`src/rtl/mpu6050_poll_sequencer_if.sv`:
```
// rtl/mpu6050_poll_sequencer_if.sv - transaction handshake between the poll sequencer and i2c_master
interface mpu6050_poll_sequencer_if;
    logic       i2c_start;
    logic [6:0] ext_slave_address_in;
    logic       ext_read_write_in;
    logic [7:0] ext_register_address_in;
    logic [7:0] ext_data_in;
    logic       i2c_done;
    logic [7:0] ext_data_out;

    modport master (
        output i2c_start, ext_slave_address_in, ext_read_write_in,
               ext_register_address_in, ext_data_in,
        input  i2c_done, ext_data_out
    );

    modport slave (
        input  i2c_start, ext_slave_address_in, ext_read_write_in,
               ext_register_address_in, ext_data_in,
        output i2c_done, ext_data_out
    );
endinterface

```
`src/rtl/mpu6050_poll_sequencer.sv`:
```
// rtl/mpu6050_poll_sequencer.sv - periodic register sweep with atomic snapshot publish
module mpu6050_poll_sequencer #(
    parameter logic [6:0] SLAVE_ADDRESS  = 7'h69,
    parameter logic [7:0] BASE_REG       = 8'h41,
    parameter int         NUM_REGS       = 8,
    parameter bit         INIT_EN        = 1'b1,
    parameter logic [7:0] INIT_REG       = 8'h6B,
    parameter logic [7:0] INIT_DATA      = 8'h00,
    parameter int         POLL_DIV       = 100000,
    parameter int         TIMEOUT_CYCLES = 50000
) (
    input  logic                             clk,
    input  logic                             rst,
    input  logic                             en,
    mpu6050_poll_sequencer_if.master         bus,
    input  logic [5:0]                       rd_index,
    output logic [7:0]                       rd_data,
    output logic                             sample_valid,
    output logic [15:0]                      sweep_count,
    output logic                             timeout_err,
    output logic                             busy
);
    localparam int             TW         = (POLL_DIV > 1) ? $clog2(POLL_DIV) : 1;
    localparam int             CW         = (TIMEOUT_CYCLES > 1) ? $clog2(TIMEOUT_CYCLES) : 1;
    localparam logic [TW-1:0]  TICK_LAST  = TW'(POLL_DIV - 1);
    localparam logic [CW-1:0]  TO_LAST    = CW'(TIMEOUT_CYCLES - 1);
    localparam logic [5:0]     IDX_LAST   = 6'(NUM_REGS - 1);
    localparam logic [6:0]     NUM_REGS_W = 7'(NUM_REGS);

    typedef enum logic [2:0] {
        IDLE, INIT_START, INIT_WAIT, WAIT_TICK, RD_START, RD_WAIT, PUBLISH
    } state_t;

    state_t          state, next_state;
    logic [5:0]      idx, next_idx;
    logic [TW-1:0]   timer;
    logic [CW-1:0]   tocnt;
    logic            init_done, init_pending;
    logic            sweep_start, in_wait, timed_out, tick;
    logic [6:0]      addr_q;
    logic            rw_q;
    logic [7:0]      reg_q, data_q;
    // Banks span the full rd_index range; entries at or above NUM_REGS stay zero.
    logic [7:0]      shadow   [64];
    logic [7:0]      snapshot [64];

    always_comb begin
        next_state   = state;
        next_idx     = idx;
        sweep_start  = 1'b0;
        in_wait      = (state == INIT_WAIT) || (state == RD_WAIT);
        timed_out    = in_wait && !bus.i2c_done && (tocnt == TO_LAST);
        tick         = (timer >= TICK_LAST);
        init_pending = INIT_EN && !init_done;
        case (state)
            IDLE: if (en) begin
                sweep_start = 1'b1;
                next_state  = init_pending ? INIT_START : RD_START;
            end
            INIT_START: next_state = INIT_WAIT;
            INIT_WAIT: begin
                if (bus.i2c_done) begin
                    if (!en) next_state = IDLE;
                    else begin
                        next_state  = RD_START;
                        sweep_start = 1'b1;
                    end
                end else if (timed_out) begin
                    next_state = en ? WAIT_TICK : IDLE;
                end
            end
            WAIT_TICK: begin
                if (!en) next_state = IDLE;
                else if (tick) begin
                    sweep_start = 1'b1;
                    next_state  = init_pending ? INIT_START : RD_START;
                end
            end
            RD_START: next_state = RD_WAIT;
            RD_WAIT: begin
                // A stopped or timed-out sweep is dropped; idx restarts at the next sweep.
                if (bus.i2c_done) begin
                    if (!en) next_state = IDLE;
                    else if (idx == IDX_LAST) next_state = PUBLISH;
                    else begin
                        next_state = RD_START;
                        next_idx   = idx + 6'd1;
                    end
                end else if (timed_out) begin
                    next_state = en ? WAIT_TICK : IDLE;
                end
            end
            PUBLISH: next_state = WAIT_TICK;
            default: next_state = IDLE;
        endcase
        if (sweep_start) next_idx = 6'd0;
    end

    always_ff @(posedge clk) begin
        if (!rst) begin
            state       <= IDLE;
            idx         <= 6'd0;
            timer       <= '0;
            tocnt       <= '0;
            init_done   <= 1'b0;
            timeout_err <= 1'b0;
            sweep_count <= 16'd0;
            addr_q      <= 7'd0;
            rw_q        <= 1'b0;
            reg_q       <= 8'd0;
            data_q      <= 8'd0;
            rd_data     <= 8'd0;
            for (int i = 0; i < 64; i++) begin
                shadow[i]   <= 8'd0;
                snapshot[i] <= 8'd0;
            end
        end else begin
            state <= next_state;
            idx   <= next_idx;
            if (sweep_start) timer <= '0;
            else if (state != IDLE && !tick) timer <= timer + 1'b1;
            if (state == INIT_START || state == RD_START) tocnt <= '0;
            else if (in_wait && tocnt != TO_LAST) tocnt <= tocnt + 1'b1;
            if (timed_out) timeout_err <= 1'b1;
            if (state == INIT_WAIT && bus.i2c_done) init_done <= 1'b1;
            if (state == RD_WAIT && bus.i2c_done) shadow[idx] <= bus.ext_data_out;
            if (state == PUBLISH) begin
                for (int i = 0; i < 64; i++) snapshot[i] <= shadow[i];
                sweep_count <= sweep_count + 16'd1;
            end
            // Request fields are loaded on entry to a start state and held until the next one.
            if (next_state == INIT_START) begin
                addr_q <= SLAVE_ADDRESS;
                rw_q   <= 1'b0;
                reg_q  <= INIT_REG;
                data_q <= INIT_DATA;
            end else if (next_state == RD_START) begin
                addr_q <= SLAVE_ADDRESS;
                rw_q   <= 1'b1;
                reg_q  <= BASE_REG + {2'b00, next_idx};
                data_q <= 8'd0;
            end
            // Bypass from shadow so a read in the publish cycle already sees the new sweep.
            if ({1'b0, rd_index} < NUM_REGS_W)
                rd_data <= (state == PUBLISH) ? shadow[rd_index] : snapshot[rd_index];
            else
                rd_data <= 8'd0;
        end
    end

    assign bus.i2c_start               = (state == INIT_START) || (state == RD_START);
    assign bus.ext_slave_address_in    = addr_q;
    assign bus.ext_read_write_in       = rw_q;
    assign bus.ext_register_address_in = reg_q;
    assign bus.ext_data_in             = data_q;
    assign sample_valid                = (state == PUBLISH);
    assign busy                        = (state != IDLE);
endmodule

```
`src/flat_wrapper.sv`:
```
// flat-port wrapper written by rule: the top's interface ports become plain ports
module mpu6050_poll_sequencer_flat 
#(
    parameter logic [6:0] SLAVE_ADDRESS  = 7'h69,
    parameter logic [7:0] BASE_REG       = 8'h41,
    parameter int         NUM_REGS       = 8,
    parameter bit         INIT_EN        = 1'b1,
    parameter logic [7:0] INIT_REG       = 8'h6B,
    parameter logic [7:0] INIT_DATA      = 8'h00,
    parameter int         POLL_DIV       = 100000,
    parameter int         TIMEOUT_CYCLES = 50000
)
  (clk, rst, en, rd_index, rd_data, sample_valid, sweep_count, timeout_err, busy, bus_i2c_start, bus_ext_slave_address_in, bus_ext_read_write_in, bus_ext_register_address_in, bus_ext_data_in, bus_i2c_done, bus_ext_data_out);
  mpu6050_poll_sequencer_if bus_i ();
  input  logic clk;
  input  logic rst;
  input  logic en;
  input  logic [5:0] rd_index;
  output logic [7:0] rd_data;
  output logic sample_valid;
  output logic [15:0] sweep_count;
  output logic timeout_err;
  output logic busy;
  output wire logic [$bits(bus_i.i2c_start)-1:0] bus_i2c_start;
  output wire logic [$bits(bus_i.ext_slave_address_in)-1:0] bus_ext_slave_address_in;
  output wire logic [$bits(bus_i.ext_read_write_in)-1:0] bus_ext_read_write_in;
  output wire logic [$bits(bus_i.ext_register_address_in)-1:0] bus_ext_register_address_in;
  output wire logic [$bits(bus_i.ext_data_in)-1:0] bus_ext_data_in;
  input wire logic [$bits(bus_i.i2c_done)-1:0] bus_i2c_done;
  input wire logic [$bits(bus_i.ext_data_out)-1:0] bus_ext_data_out;
  assign bus_i2c_start = bus_i.i2c_start;
  assign bus_ext_slave_address_in = bus_i.ext_slave_address_in;
  assign bus_ext_read_write_in = bus_i.ext_read_write_in;
  assign bus_ext_register_address_in = bus_i.ext_register_address_in;
  assign bus_ext_data_in = bus_i.ext_data_in;
  assign bus_i.i2c_done = bus_i2c_done;
  assign bus_i.ext_data_out = bus_ext_data_out;
  mpu6050_poll_sequencer #(.SLAVE_ADDRESS(SLAVE_ADDRESS), .BASE_REG(BASE_REG), .NUM_REGS(NUM_REGS), .INIT_EN(INIT_EN), .INIT_REG(INIT_REG), .INIT_DATA(INIT_DATA), .POLL_DIV(POLL_DIV), .TIMEOUT_CYCLES(TIMEOUT_CYCLES)) u_core (.clk(clk), .rst(rst), .en(en), .bus(bus_i), .rd_index(rd_index), .rd_data(rd_data), .sample_valid(sample_valid), .sweep_count(sweep_count), .timeout_err(timeout_err), .busy(busy));
endmodule
```
`config.mk`:
```
export PLATFORM = sky130hd
export DESIGN_NAME = mpu6050_poll_sequencer_flat
export DESIGN_NICKNAME = d
export VERILOG_FILES = /design/src/rtl/mpu6050_poll_sequencer_if.sv /design/src/rtl/mpu6050_poll_sequencer.sv /design/src/flat_wrapper.sv
export SDC_FILE = /design/constraint.sdc
export NUM_CORES = 1
export LEC_CHECK = 0
export CAP_MARGIN = 30
export CORE_ASPECT_RATIO = 0.7
export CORE_MARGIN = 3
export CORE_UTILIZATION = 25
export CTS_CLUSTER_DIAMETER = 100
export DETAILED_ROUTE_END_ITERATION = 6
export HOLD_SLACK_MARGIN = 0.06
export PLACE_DENSITY_LB_ADDON = 0.05
export SKIP_CTS_REPAIR_TIMING = 1
export SLEW_MARGIN = 20
export SYNTH_ARGS = -nofsm -noshare
export SYNTH_HDL_FRONTEND = slang
export SYNTH_SLANG_ARGS = --single-unit
```
`constraint.sdc`:
```
create_clock -name clk -period 9 [get_ports clk]
set_input_delay 2.25 -clock clk [delete_from_list [all_inputs] [get_ports clk]]
set_output_delay 2.25 -clock clk [all_outputs]
set_load 0.01 [all_outputs]
```
==> reports/results.tsv <==
stage	metric	value	unit
run_status	status	complete, no violations	
hold_path	hp-class	flop to flop	
die	chipHeight	197.9	µm
timing	setup_slack	4.172	ns
power	p_sw	743.5	µW
die	die_area	55430	µm²
cells_and_area	nets	1106	
detailed_routing	drt_first_pass_iters	4	
cts	cts_made_buffers	34	
worst_setup_path	worst-path-max-fanout	69	
detailed_routing	drcViolationCount	0	
worst_setup_path	crit_buf_inv	3	
cells_and_area	final_cell_area	15300	µm²
cells_and_area	drive_gt1_share	12.71	%
job	maxCapViolCount	0	
synthesis	synthArstFlopShare	0	%
worst_setup_path	r2r_start	u_core.timer[0]	
grt	antenna_found_initial	1	
power	power_leakage	0.005453	µW
detailed_routing	post_drt_wl_per_cell	20.06	µm
synthesis	synth_ff_type	edfxtp_1	
worst_setup_path	cp_cell_sequence	nand3b_1 -> inv_1 -> buf_4 -> clkdlybuf4s50_1	
grt	grt_first_pass_wirelength	54810	µm
worst_setup_path	crit_path_start_kind	flop	
worst_setup_path	path_delay_family	buffers and inverters	
timing	setup_tns	0	ns
cts	clk_latency	0.53	ns
power	powerDensity	199.4	nW/µm²
worst_setup_path	path_class	flop to output pin	
timing	hold_violations	0	
placement	port_buffers	58	
synthesis	ys_seq_elements	278	
die	core	51370	µm²
power	peakVddDrop	0.08964	mV
synthesis	synth_edf_count	200	
timing	setup_viol	0	
worst_setup_path	cp_slowest_stage_delay	0.66	ns
worst_setup_path	reg2reg_depth	11	
cells_and_area	layout_common_cells	200 x edfxtp_1, 139 x and2_1, 108 x nor2_1, 78 x dfxtp_1, 76 x and3_1	
detailed_routing	vias_per_cell	4.485	
worst_setup_path	worstPathArrival	2.58	ns
power	pwr-share-clk	43.1	%
synthesis	syn_area	13150	µm²
power	swShare	24.37	%
timing	finalCriticalPeriod	4.828	ns
power	power	3051	µW
synthesis	seq_area_frac_synth	57.55	%
grt	gr-total-overflow	0	
synthesis	syn-instance-count	1078	
timing	min_period_over_period	53.64	%
timing	finalClockSkew	0.01709	ns
die	initial_core_util	25.60	%
hold_path	worstHoldEndpoint	u_core.bus.ext_read_write_in	
worst_setup_path	cp_slowest_cell	clkdlybuf4s50_1	
worst_setup_path	r2r_end	u_core.bus.ext_register_address_in[4]	
power	p_seq_share	47.8	%
cts	h-tree-depth	2	
grt	grt_pass1_vias	8348	
placement	place_hpwl	23070	µm
cells_and_area	synthToLayoutAreaGrowth	16.40	%
cts	cts_tree	done	
power	combPwrFrac	9.0	%
hold_path	hp-start	u_core.bus.ext_read_write_in	
cts	clk_pin_slew	0.05	ns
grt	track_usage	13.10	%
placement	place_area	14250	µm²
timing	tightest_slew	0.9291	ns
die	ios	70	
worst_setup_path	cp-end-kind	output pin	
die	die_x	280.1	µm
placement	dpl_worst_slack	3.903	ns
cts	clock_path_buffers	3	
die	core.rowCount	69	
timing	maxSlewViolCount	0	
synthesis	yosysUniqueCellTypes	54	
worst_setup_path	required	6.75	ns
hold_path	holdPathStages	2	
power	p_int	2308	µW
cts	ctsRootBufferMaster	clkbuf_16	
grt	grt_max_degree	70	
timing	fmax	207.1	MHz
cts	clock-sinks	278	
placement	gp_congestion	0.6954	
worst_setup_path	r2r_slack	5.72	ns
detailed_routing	drt.antenna.violating_nets	0	
timing	rsz0062_at_grt	false	
cells_and_area	layout_commonest_cell	edfxtp_1	
synthesis	syn_avg_cell_area	12.20	µm²
detailed_routing	drt_iter0_drc	518	
detailed_routing	routed_wirelength	35790	µm
synthesis	synth_warnings	0	
detailed_routing	vias	8002	
timing	slew_headroom	37.49	%
## cells in the mapped netlist, types with 4 or more instances
| master | n | share of area [%] |
|---|---|---|
| mux2i_1 | 8 | 0.61 |
| inv_1 | 7 | 0.20 |
| nand4_1 | 9 | 0.43 |
| a31oi_1 | 6 | 0.29 |
| clkbuf_1 | 88 | 2.5 |
| xor2_1 | 34 | 2.3 |
| xnor2_1 | 17 | 1.1 |
| nor2b_1 | 10 | 0.48 |
| mux4_2 | 61 | 10 |
| o21ai_0 | 39 | 1.5 |
| nand2_1 | 46 | 1.3 |
| nor3_1 | 9 | 0.34 |
| edfxtp_1 | 200 | 46 |
| nand3_1 | 24 | 0.91 |
| and2_1 | 139 | 6.6 |
| dfxtp_1 | 78 | 12 |
| ha_1 | 5 | 0.48 |
| and3_1 | 76 | 3.6 |
| nor2_1 | 108 | 3.1 |
| nand2b_1 | 8 | 0.38 |
| buf_1 | 13 | 0.37 |
| a21oi_1 | 13 | 0.49 |
| nand3b_1 | 8 | 0.46 |
| buf_2 | 4 | 0.15 |
| nor4_1 | 6 | 0.29 |
| or3_1 | 4 | 0.19 |
| buf_4 | 14 | 0.80 |
## through the flow
step	util [%]	instances	hold slack (ns)
after global placement	27.69	1719	0.4510
after global routing	29.79	1783	0.4810
after floorplan	-	1088	0.4367
after CTS	29.79	1783	0.4592
final	29.79	1784	0.4549
after detailed placement	27.74	1721	0.4482
## power groups by stage
stage | Sequential [µW] | Combinational, µW | Clock [µW]
2_1_floorplan | 1470 | 180 | 0
3_3_place_gp | 1490 | 280 | 0
3_5_place_dp | 1490 | 281 | 0
4_1_cts | 1460 | 282 | 1370
5_1_grt | 1470 | 301 | 1420
6_report | 1460 | 276 | 1320
## cells by family after synthesis
logic type               after synthesis  share of synthesized area [%]
buffers and inverters                126                          4.035
multiplexers                          69                          11.06
adder cells (fa/ha/maj)                5                         0.4758
AO/OA/AOI/OAI                         79                          3.901
XOR/XNOR                              51                          3.397
other                                  1                        0.02852
AND/OR/NAND/NOR                      469                          19.55
flip-flops                           278                          57.55
## flip-flops by register name, summed over array words and instances, names as in the netlist, 6 cells and up
signal,count
u_core.shadow,136
u_core.snapshot,64
u_core.timer,17
u_core.sweep_count,16
u_core.tocnt,16
u_core.bus.ext_register_address_in,8
u_core.rd_data,8
u_core.idx,6
## worst max-delay path by stage
stage / startpoint / to / slack, ns / cells past startpoint
floorplan: rd_index[0] / u_core.rd_data[1] / 4.29 / 7
global placement: bus_i2c_done / u_core.shadow[1][7] / 3.92 / 7
detailed placement: bus_i2c_done / u_core.bus.ext_register_address_in[7] / 3.90 / 8
CTS: u_core.state[1] / sample_valid / 4.10 / 4
global route: u_core.state[1] / sample_valid / 3.96 / 4
finish: u_core.state[1] / sample_valid / 4.17 / 4
## per-layer routing
metal  wire length [µm]  vias up  GRT usage (%)  part of all wire (%)
met5                  0        -              0                     0
met4                680        0          3.190                   1.9
met3               1334       45          2.605                   3.7
met2              15190      109          19.40                    42
met1              18580     3989          19.55                    52
li1                   -     3859              -                     -
## area by class of cell
class	instances	area, µm²
sequential	278	7567
clock buffer	54	996.0
antenna	1	2.502
inverter	7	26.28
tap	674	843.3
timing repair buffer	78	723.2
fill	5208	36060
clock inverter	8	55.05
multi-input combinational	684	5091
## worst min-delay path, delay by kind of cell (launching register included)
family	cells	cell delay (ns)
buffers and inverters	1	0.05
AO/OA/AOI/OAI	1	0.05
flip-flops	1	0.31
Power figures use the tool's default switching activity.
